[config.mk]
export PLATFORM = sky130hd
export DESIGN_NAME = serial_comparator_ctrl
export DESIGN_NICKNAME = d
export VERILOG_FILES = /design/src/rtl/serial_comparator_ctrl.sv
export SDC_FILE = /design/constraint.sdc
export NUM_CORES = 1
export LEC_CHECK = 0
export ABC_CLOCK_PERIOD_IN_PS = 1700
export BUFFER_PORTS_ARGS = -buffer_cell sky130_fd_sc_hd__buf_2
export CAP_MARGIN = 20
export CORE_UTILIZATION = 35
export CTS_CLUSTER_DIAMETER = 100
export DETAILED_ROUTE_END_ITERATION = 16
export PLACE_DENSITY = 0.63
export SLEW_MARGIN = 20
export SYNTH_ARGS = -nofsm -noshare
export SYNTH_HDL_FRONTEND = slang
export SYNTH_SLANG_ARGS = --single-unit
export TNS_END_PERCENT = 30
[constraint.sdc]
create_clock -name clk -period 1.7 [get_ports clk]
set_clock_uncertainty 0.1 [all_clocks]
set_input_delay 0.34 -clock clk [delete_from_list [all_inputs] [get_ports clk]]
set_output_delay 0.34 -clock clk [all_outputs]
set_load 0.02 [all_outputs]
[src/rtl/serial_comparator_ctrl.sv]
// -----------------------------------------------------------------------------
// serial_comparator_ctrl
//
// Bit-serial magnitude comparator sequencer. Two WIDTH-bit unsigned operands
// are latched when a compare is accepted. They are then compared MSB-first,
// one bit per clock. The compare stops at the first differing bit, or after
// the LSB when the operands are equal. A start/busy/done handshake and
// registered one-hot result flags are presented to the surrounding logic.
//
// Ports:
//   clk      rising-edge clock
//   rst      synchronous reset, active-high, highest priority
//   start    compare request, accepted only while idle
//   a_in     operand A, sampled on the accepting edge only
//   b_in     operand B, sampled on the accepting edge only
//   busy     high from the accepting edge through the done cycle
//   done     single-cycle pulse, results valid
//   lesser   A < B
//   greater  A > B
//   equal    A == B
//   cycles   number of bit-compare cycles used by the last operation
// -----------------------------------------------------------------------------
module serial_comparator_ctrl #(
    parameter  int WIDTH = 4,
    localparam int CW    = $clog2(WIDTH + 1)
) (
    input  logic             clk,
    input  logic             rst,
    input  logic             start,
    input  logic [WIDTH-1:0] a_in,
    input  logic [WIDTH-1:0] b_in,
    output logic             busy,
    output logic             done,
    output logic             lesser,
    output logic             greater,
    output logic             equal,
    output logic [CW-1:0]    cycles
);

    localparam int IW = $clog2(WIDTH);

    typedef enum logic [1:0] {
        IDLE    = 2'd0,
        COMPARE = 2'd1,
        DONE    = 2'd2
    } state_t;

    state_t           state_q, state_d;
    logic [WIDTH-1:0] a_q, a_d;
    logic [WIDTH-1:0] b_q, b_d;
    logic [IW-1:0]    idx_q, idx_d;
    logic             busy_q, busy_d;
    logic             done_q, done_d;
    logic             lesser_q, lesser_d;
    logic             greater_q, greater_d;
    logic             equal_q, equal_d;
    logic [CW-1:0]    cycles_q, cycles_d;

    // Next-state, datapath and registered-output computation
    always_comb begin
        state_d   = state_q;
        a_d       = a_q;
        b_d       = b_q;
        idx_d     = idx_q;
        lesser_d  = lesser_q;
        greater_d = greater_q;
        equal_d   = equal_q;
        cycles_d  = cycles_q;

        case (state_q)
            IDLE: begin
                if (start) begin
                    a_d       = a_in;
                    b_d       = b_in;
                    idx_d     = IW'(WIDTH - 1);
                    lesser_d  = 1'b0;
                    greater_d = 1'b0;
                    equal_d   = 1'b0;
                    cycles_d  = {CW{1'b0}};
                    state_d   = COMPARE;
                end else begin
                    state_d   = IDLE;
                end
            end
            COMPARE: begin
                cycles_d = cycles_q + CW'(1);
                if (a_q[idx_q] && !b_q[idx_q]) begin
                    greater_d = 1'b1;
                    state_d   = DONE;
                end else if (!a_q[idx_q] && b_q[idx_q]) begin
                    lesser_d  = 1'b1;
                    state_d   = DONE;
                end else if (idx_q == {IW{1'b0}}) begin
                    equal_d   = 1'b1;
                    state_d   = DONE;
                end else begin
                    idx_d     = idx_q - IW'(1);
                    state_d   = COMPARE;
                end
            end
            DONE: begin
                // start is deliberately not looked at here; the next request
                // can only be taken in the IDLE cycle that follows.
                state_d = IDLE;
            end
            default: begin
                state_d = IDLE;
            end
        endcase

        // busy/done are registered copies of where the FSM is heading, so they
        // line up with the state register without any output decode glitches.
        busy_d = (state_d != IDLE);
        done_d = (state_d == DONE);
    end

    // State, operand and result registers with synchronous reset
    always_ff @(posedge clk) begin
        if (rst) begin
            state_q   <= IDLE;
            a_q       <= {WIDTH{1'b0}};
            b_q       <= {WIDTH{1'b0}};
            idx_q     <= {IW{1'b0}};
            busy_q    <= 1'b0;
            done_q    <= 1'b0;
            lesser_q  <= 1'b0;
            greater_q <= 1'b0;
            equal_q   <= 1'b0;
            cycles_q  <= {CW{1'b0}};
        end else begin
            state_q   <= state_d;
            a_q       <= a_d;
            b_q       <= b_d;
            idx_q     <= idx_d;
            busy_q    <= busy_d;
            done_q    <= done_d;
            lesser_q  <= lesser_d;
            greater_q <= greater_d;
            equal_q   <= equal_d;
            cycles_q  <= cycles_d;
        end
    end

    assign busy    = busy_q;
    assign done    = done_q;
    assign lesser  = lesser_q;
    assign greater = greater_q;
    assign equal   = equal_q;
    assign cycles  = cycles_q;

endmodule

* Word level (Yosys, flattened, before mapping) *
Index checks and enable logic that the tools add are counted.

word-level totals
  flip-flop bits (word level) = 20
  output and inout port bits = 8
  word-level logic and storage cells = 62
  bits of input ports = 11

operators by class
  eq/ne operators = 9
  add/subtract/negate cells = 2
  mux-type cells = 26
  order comparisons = 1
  reductions and logical operators = 14

operators with widths
  kind                                                        number
  two-way mux 2 bit                                           7
  inequality test 2 bit, second input constant                7
  two-way mux 1 bit                                           10
  AND reduction 5 bit                                         2
  one-hot mux 2 bit (2 select lines)                          2
  one-hot mux 1 bit (2 select lines)                          3
  one-hot mux 3 bit (2 select lines)                          1
  binary-select mux 1 bit (select 2 bit)                      2
  logical NOT 2 bit                                           2
  AND reduction 2 bit                                         2
  AND reduction 4 bit                                         1
  nonzero test 2 bit                                          2
  adder 3 x 1 -> 3 bit, second input constant                 1
  less-than comparator 2 x 3 -> 1 bit, second input constant  1
  two-way mux 3 bit                                           1
  AND reduction 3 bit                                         1
  equality test 2 x 1 -> 1 bit, second input constant         1
  equality test 2 bit, second input constant                  1
  logical AND 1 bit                                           2
  logical NOT 1 bit                                           2
  subtractor 2 x 1 -> 2 bit, second input constant            1

* Depth between registers and ports, before layout *
Gate-level depths: netlist (run 1).

  depth after elaboration = 8
  gate-level depth with buffers = 6
  depth with buffers taken out = 6

* Worst setup path after synthesis (run 1) *
No wires, ideal clock.

  kind = reg-to-reg
  from = register idx_q[0]
  to = register idx_q[1]
  data arrival time = 1.564 ns
  setup time = 0.088 ns
  buffers on the path = 0
  required time = 1.512 ns
  path slack = -0.052 ns
  stages on the path, launching flop included = 5
  clock period less this slack = 1.752 ns
  path through = dfxtp_1 > mux4_2 > xnor2_4 > and4_4 > nor4_2

on the way
  longest elaborated chain between the ends = 6
  elaborated cells between the ends (all ways) = 18
  those cells by class = add/sub: 1; eq/ne: 3; mux: 8; reduce/logical: 6

ends and longest elaborated chain
  item                                                               RTL line  source
  start, declared                                                    51        logic [IW-1:0] idx_q, idx_d;
  start signal, assigned                                             123       idx_q <= {IW{1'b0}};
  start signal, assigned                                             134       idx_q <= idx_d;
  branches (longest 6 deep; another with subtractor 2 x 1 -> 2 bit)  --

Several ways; the timed one is not identified. The select of a mux whose other input is x is not followed.
A chain may end at the register's enable or synchronous reset.

* Worst setup path after layout (run 1) *
Same ends and word-level chain as after synthesis.

==> summary.md, run 1 <==
| Metric | Value |
|---|---|
| Mapped Nets | `105` |
| Post-Place Worst Slack | `-0.05484 ns` |
| Later-pin clock latency in the skew report | `0.29 ns` |
| Area Growth Syn to Fin | `18.27%` |
| Placed cell count | `135` |
| Syn Inst Count | `92` |
| R2r setup slk | `-0.02 ns` |
| Post-synthesis adder-cell area fraction | `2.924%` |
| Vert. Die Dim | `51.45 um` |
| Critical Path RT | `1.78 ns` |
| Outcome | `finished with violations` |
| Post-DP HPWL | `1201 um` |
| Pwr/cell area | `1015 nW/um^2` |
| RSZ-0062 raised after global routing | `yes` |
| CTS tree | `built` |
| Overall routing resource usage | `14.08%` |
| Final #Nets | `127` |
| Vias per cell | `5.000` |
| Final setup margin | `-0.02379 ns` |
| Max FO, Critical Path | `6` |
| Diode count | `0` |
| Failing checks | `negative setup slack` |
| Worst Hold Class | `input port to register` |
| Post-CTS Hold Buffers | `0` |
| Worst-margin pin slew | `0.3817 ns` |
| GRT Residual Overflow | `0` |
| Max-slew violations | `0` |
| Worst-case vdd ir drop | `0.0004455 V` |
| Synth warnings | `0` |
| Initial antenna violation count | `0` |
| Cts bufs inserted | `3` |
| Initial Util | `37.96%` |
| Crit path from | `idx_q[0]$_SDFFE_PP0P_` |
| CTS H-tree lvls | `1` |
| Pwr Total | `1.027 mW` |
| # port buffers | `18` |
| Gpl congestion | `0.8084` |
| Final setup fails | `1` |
| Core Rows | `17` |
| Fraction of registers with async set/reset | `0%` |
| Reg-to-Reg Start | `idx_q[0]$_SDFFE_PP0P_` |
| Complex-gate fraction of the synthesized area | `14.47%` |
| Final core utilization | `44.89%` |
| Max Clock Freq | `0.5801 GHz` |
| DRC | `0` |
| Mapped Area | `855.8 um^2` |
| Vias in the first global route | `664` |
| Crit start category | `register` |
| Avg WL per Cell | `11.66 um` |
| Most frequent cells in the layout | `19 x dfxtp_1, 18 x buf_2, 17 x nand2_1` |
| Synth Area in XOR/XNOR | `3.216%` |
| WHS Path Cells | `3` |
| First-pass DRT Iterations | `4` |
| Core area | `2255 um^2` |
| Post-synthesis simple-gate area fraction | `22.22%` |
| Clk root buf | `clkbuf_4` |
| R2r worst-path depth | `4` |
| Static Leakage | `0.4255 nW` |
| Drt total wl | `1633 um` |
| Normalized max-slew margin | `74.55%` |
| Data arrival, critical path | `1.80 ns` |
| EDFF count, synth | `0` |
| Sink Count | `20` |
| Hold_sp | `a_in[1]` |
| Hold_ws | `0.1673 ns` |
| Final min period | `1.724 ns` |
| Most common cell after layout, fill and taps aside | `dfxtp_1` |
| Fraction of layout cells with a size suffix above 1 | `30.36%` |
| Routed via count | `700` |
| Sequential area share after synthesis | `46.78%` |
| Endpoints failing hold | `0` |
| Yosys cell types | `25` |
| Die W | `51.45 um` |
| Die area | `2647 um^2` |
| Max_cap viols | `0` |
| Largest family of logic cells by synthesized area | `simple AND/OR/NAND/NOR gates` |
| Crit path capture type | `register` |
| Synth Area per Inst | `9.302 um^2` |
| Largest net degree at the start of global routing | `21` |
| Critical path class | `register to register` |
| IO Pins | `19` |
| Worst-case clock buffer depth | `2` |
| Period utilization | `101.4%` |
| Mux contribution to synthesized area | `6.579%` |
| Seq cells post-synth | `20` |
| Final std cells w/o fill | `140` |
| Drt initial violations | `9` |
| Synth Flop Type | `dfxtp_1` |
| First-pass GRT wire length | `2760 um` |
| Post-route ant nets | `0` |
| Clk pin slew, worst setup/hold paths | `0.11 ns` |
cell type report:
type / count / area, um^2
repair buffers: 20 / 105.1
fillers: 257 / 1242
clock buffers: 3 / 22.52
multi-input cells: 66 / 434.2
inverters: 3 / 11.26
well taps: 28 / 35.03
flip-flops and latches: 20 / 404.1
routing by layer:
layer | wire length, um | vias up | track usage (%)
met5 | 0 | - | 0
met4 | 0 | 0 | 6.757
met3 | 90 | 0 | 2.976
met2 | 798 | 22 | 24.24
met1 | 744 | 320 | 16.36
li1 | - | 358 | -
power breakdown:
group / switching, mW / internal [mW]
registers: 0.0333 / 0.511
logic: 0.147 / 0.119
clock network: 0.135 / 0.0825
worst max-delay path, stage by stage (launching register included):
cell and delay [ns]:
dfxtp_4 0.38, mux4_2 0.57, xnor2_4 0.26, and4_4 0.26
nor4_2 0.04
cells in the mapped netlist (all sizes together), types with 2 or more instances:
library cell | count | area, um^2
dfxtp | 20 | 400.4
clkbuf | 3 | 21.27
inv | 3 | 11.26
nor2 | 12 | 45.04
a21oi | 11 | 55.05
nand2 | 17 | 63.81
nor3 | 2 | 10.01
a22oi | 3 | 22.52
mux4 | 2 | 45.04
ha | 2 | 25.02
nand2b | 3 | 18.77
a211oi | 2 | 15.01
registers in the layout, summed over array words and instances (netlist names), 2 cells and up:
name	cells
idx_q	2
state_q	2
a_q	4
cycles	3
b_q	4
per-stage QoR:
step / instance area (um^2) / TNS, ns
global route: 1012 / -0.1937
floorplan: 857.1 / 0
global placement: 960.9 / -0.01418
finish: 1012 / -0.02379
detailed placement: 960.9 / -0.1015
CTS: 1007 / -0.01677
path summary, 6_finish.rpt:
kind | to
min reg2reg | b_q[3]$_SDFFE_PP0N_
min | a_q[1]$_SDFFE_PP0N_
max | idx_q[1]$_SDFFE_PP0P_
max reg2reg | idx_q[1]$_SDFFE_PP0P_
cell families (layout without fill, tap and decap cells):
family | count (synthesis) | count (layout)
and+or+nand+nor | 40 | 40
AOI/OAI and AO/OA | 20 | 20
DFF | 20 | 20
buffers and inverters | 6 | 26
muxes | 3 | 3
adders and majority gates | 2 | 2
xor gates and xnor gates | 1 | 1
timing repair:
action                                  CTS  global route
buffers inserted                          2             0
gates resized for setup                   2             1
pin swaps                                 3             0
endpoints found under the setup margin    2             5
hold endpoints to repair                  0             0
(Power assumes the default switching activity.)
==> run 2: changes to the inputs <==
Settings changed: REMOVE_ABC_BUFFERS from default to 1.
==> run 2 against run 1 <==
The run still ends with negative setup slack left; first-iteration DRC count is 22% higher; critical path depth stayed put; via count is 1.9% lower; sequential share of layout area is 0.73 points lower; largest cell class unchanged; largest power group unchanged.
==> summary.md, run 2 (same netlist as run 1, synthesis figures left out) <==
| Metric | Value |
|---|---|
| Vert. Die Dim | `51.45 um` |
| Routed via count | `687` |
| Critical Path RT | `1.78 ns` |
| Post-DP HPWL | `1151 um` |
| RSZ-0062 raised after global routing | `yes` |
| Largest net degree at the start of global routing | `21` |
| CTS H-tree lvls | `1` |
| Drt total wl | `1566 um` |
| Vias per cell | `4.838` |
| Comb pwr share | `27.5%` |
| Final setup fails | `2` |
| M1 GR Usage | `17.34%` |
| Clock Power Share | `20.5%` |
| Crit path capture | `idx_q[1]$_SDFFE_PP0P_` |
| First-pass DRT Iterations | `4` |
| Sink Count | `20` |
| Die W | `51.45 um` |
| Avg WL per Cell | `11.03 um` |
| Final #Nets | `129` |
| R2r setup slk | `-0.02 ns` |
| Max_cap viols | `0` |
| Cell internal pwr | `727.0 uW` |
| Fraction of layout cells with a size suffix above 1 | `31.58%` |
| Worst Hold Class | `input port to register` |
| GRT Residual Overflow | `0` |
| Static Leakage | `0.4358 nW` |
| Critical path class | `register to register` |
| Worst-case clock buffer depth | `2` |
| Later-pin clock latency in the skew report | `0.29 ns` |
| End of the worst register-to-register path | `idx_q[1]$_SDFFE_PP0P_` |
| Max Clock Freq | `0.5812 GHz` |
| Core area | `2255 um^2` |
| Pwr/cell area | `1013 nW/um^2` |
| Reg-to-Reg Start | `idx_q[0]$_SDFFE_PP0P_` |
| R2r worst-path depth | `4` |
| Initial Util | `37.96%` |
| First-pass GRT wire length | `2725 um` |
| Sequential fraction of design power | `52.0%` |
| Switching Power | `317.7 uW` |
| Most frequent cells in the layout | `19 x dfxtp_1, 18 x buf_2, 17 x nand2_1` |
| Crit path capture type | `register` |
| Cts bufs inserted | `3` |
| Data arrival, critical path | `1.80 ns` |
| Hold_ws | `0.1707 ns` |
| Hold_sp | `b_in[3]` |
| Post-route ant nets | `0` |
| Final setup margin | `-0.02069 ns` |
| Clk root buf | `clkbuf_4` |
| Crit start category | `register` |
| Pwr Total | `1.045 mW` |
| Crit path from | `idx_q[0]$_SDFFE_PP0P_` |
| Final min period | `1.721 ns` |
| Period utilization | `101.2%` |
| Met3 Track Usage GR | `3.571%` |
| Die area | `2647 um^2` |
| Area Growth Syn to Fin | `20.47%` |
| Met2 Use GR | `23.16%` |
| Max FO, Critical Path | `7` |
| Vias in the first global route | `633` |
| Initial antenna violation count | `0` |
| FILL cells | `249` |
| Endpoints failing hold | `0` |
| Drt initial violations | `11` |
| Max-slew violations | `0` |
| GRT Max-Usage Layer | `met2` |
| Most common cell after layout, fill and taps aside | `dfxtp_1` |
| Worst-margin pin slew | `0.3735 ns` |
| Diode count | `0` |
| Normalized max-slew margin | `75.10%` |
| Overall routing resource usage | `14.03%` |
| Core Rows | `17` |
| Gpl congestion | `0.7985` |
| Worst-case vdd ir drop | `0.0005614 V` |
| Outcome | `finished with violations` |
| IO Pins | `19` |
| # port buffers | `18` |
| DRC | `0` |
| CTS tree | `built` |
| Sw Ratio | `30.41%` |
| Failing checks | `negative setup slack` |
| Clk pin slew, worst setup/hold paths | `0.10 ns` |
run 2: changes by cell type in the layout (fill, tap and decap cells not counted), sizes merged:
cell / change
buf: +2
run 2: worst min-delay path by stage:
stage / endpoint / slack, ns / cells past startpoint
after detailed placement: b_q[3]$_SDFFE_PP0N_ / 0.34 / 2
final: b_q[3]$_SDFFE_PP0N_ / 0.17 / 3
after floorplan: a_q[0]$_SDFFE_PP0N_ / 0.31 / 1
after CTS: b_q[3]$_SDFFE_PP0N_ / 0.16 / 3
after global routing: b_q[3]$_SDFFE_PP0N_ / 0.17 / 3
after global placement: b_q[3]$_SDFFE_PP0N_ / 0.34 / 2
run 2: through the flow:
step                cells   TNS, ns  cell area [um^2]  setup slack, ns  utilization (%)
floorplan              89  -0.05228             834.6         -0.05228                -
global placement      137   -0.1188             974.7         -0.07605            43.23
detailed placement    137   -0.2063             974.7          -0.1206            43.23
CTS                   142  -0.04627              1022         -0.03298            45.34
global route          142   -0.1848              1031         -0.08455            45.73
finish                142  -0.03138              1031         -0.02069            45.73
run 2: critical path: stages (launching register included):
cell     delay (ns)
dfxtp_4        0.38
mux4_2         0.57
xnor2_4        0.27
and4_4         0.25
nor4_2         0.04
run 2: power groups by stage:
stage	Sequential, mW	Clock (mW)	Combinational (mW)
floorplan	0.560	0	0.168
global placement	0.552	0	0.245
detailed placement	0.554	0	0.253
CTS	0.544	0.222	0.279
global route	0.550	0.244	0.320
finish	0.544	0.214	0.287
run 2: layer usage:
metal	vias to the layer above	part of all wire, %
met2	16	49
met1	306	46
met4	0	1.0
met3	2	3.5
li1	363	-
met5	-	0
run 2: cell type report:
class	instances	area (um^2)	share of cell area, %
Timing Repair Buffer	22	123.9	12.01
Inverter	3	11.26	1.092
Tap cell	28	35.03	3.398
Sequential cell	20	404.1	39.20
Clock buffer	3	22.52	2.184
Multi-Input combinational cell	66	434.2	42.11
run 2: repair_timing:
item | 4_1_cts | 5_1_grt
gates cloned | 0 | 0
endpoints found under the setup margin | 4 | 4
hold buffers | 0 | 0
pin swaps | 3 | 2
resized for setup | 3 | 2
buffers inserted | 2 | 0
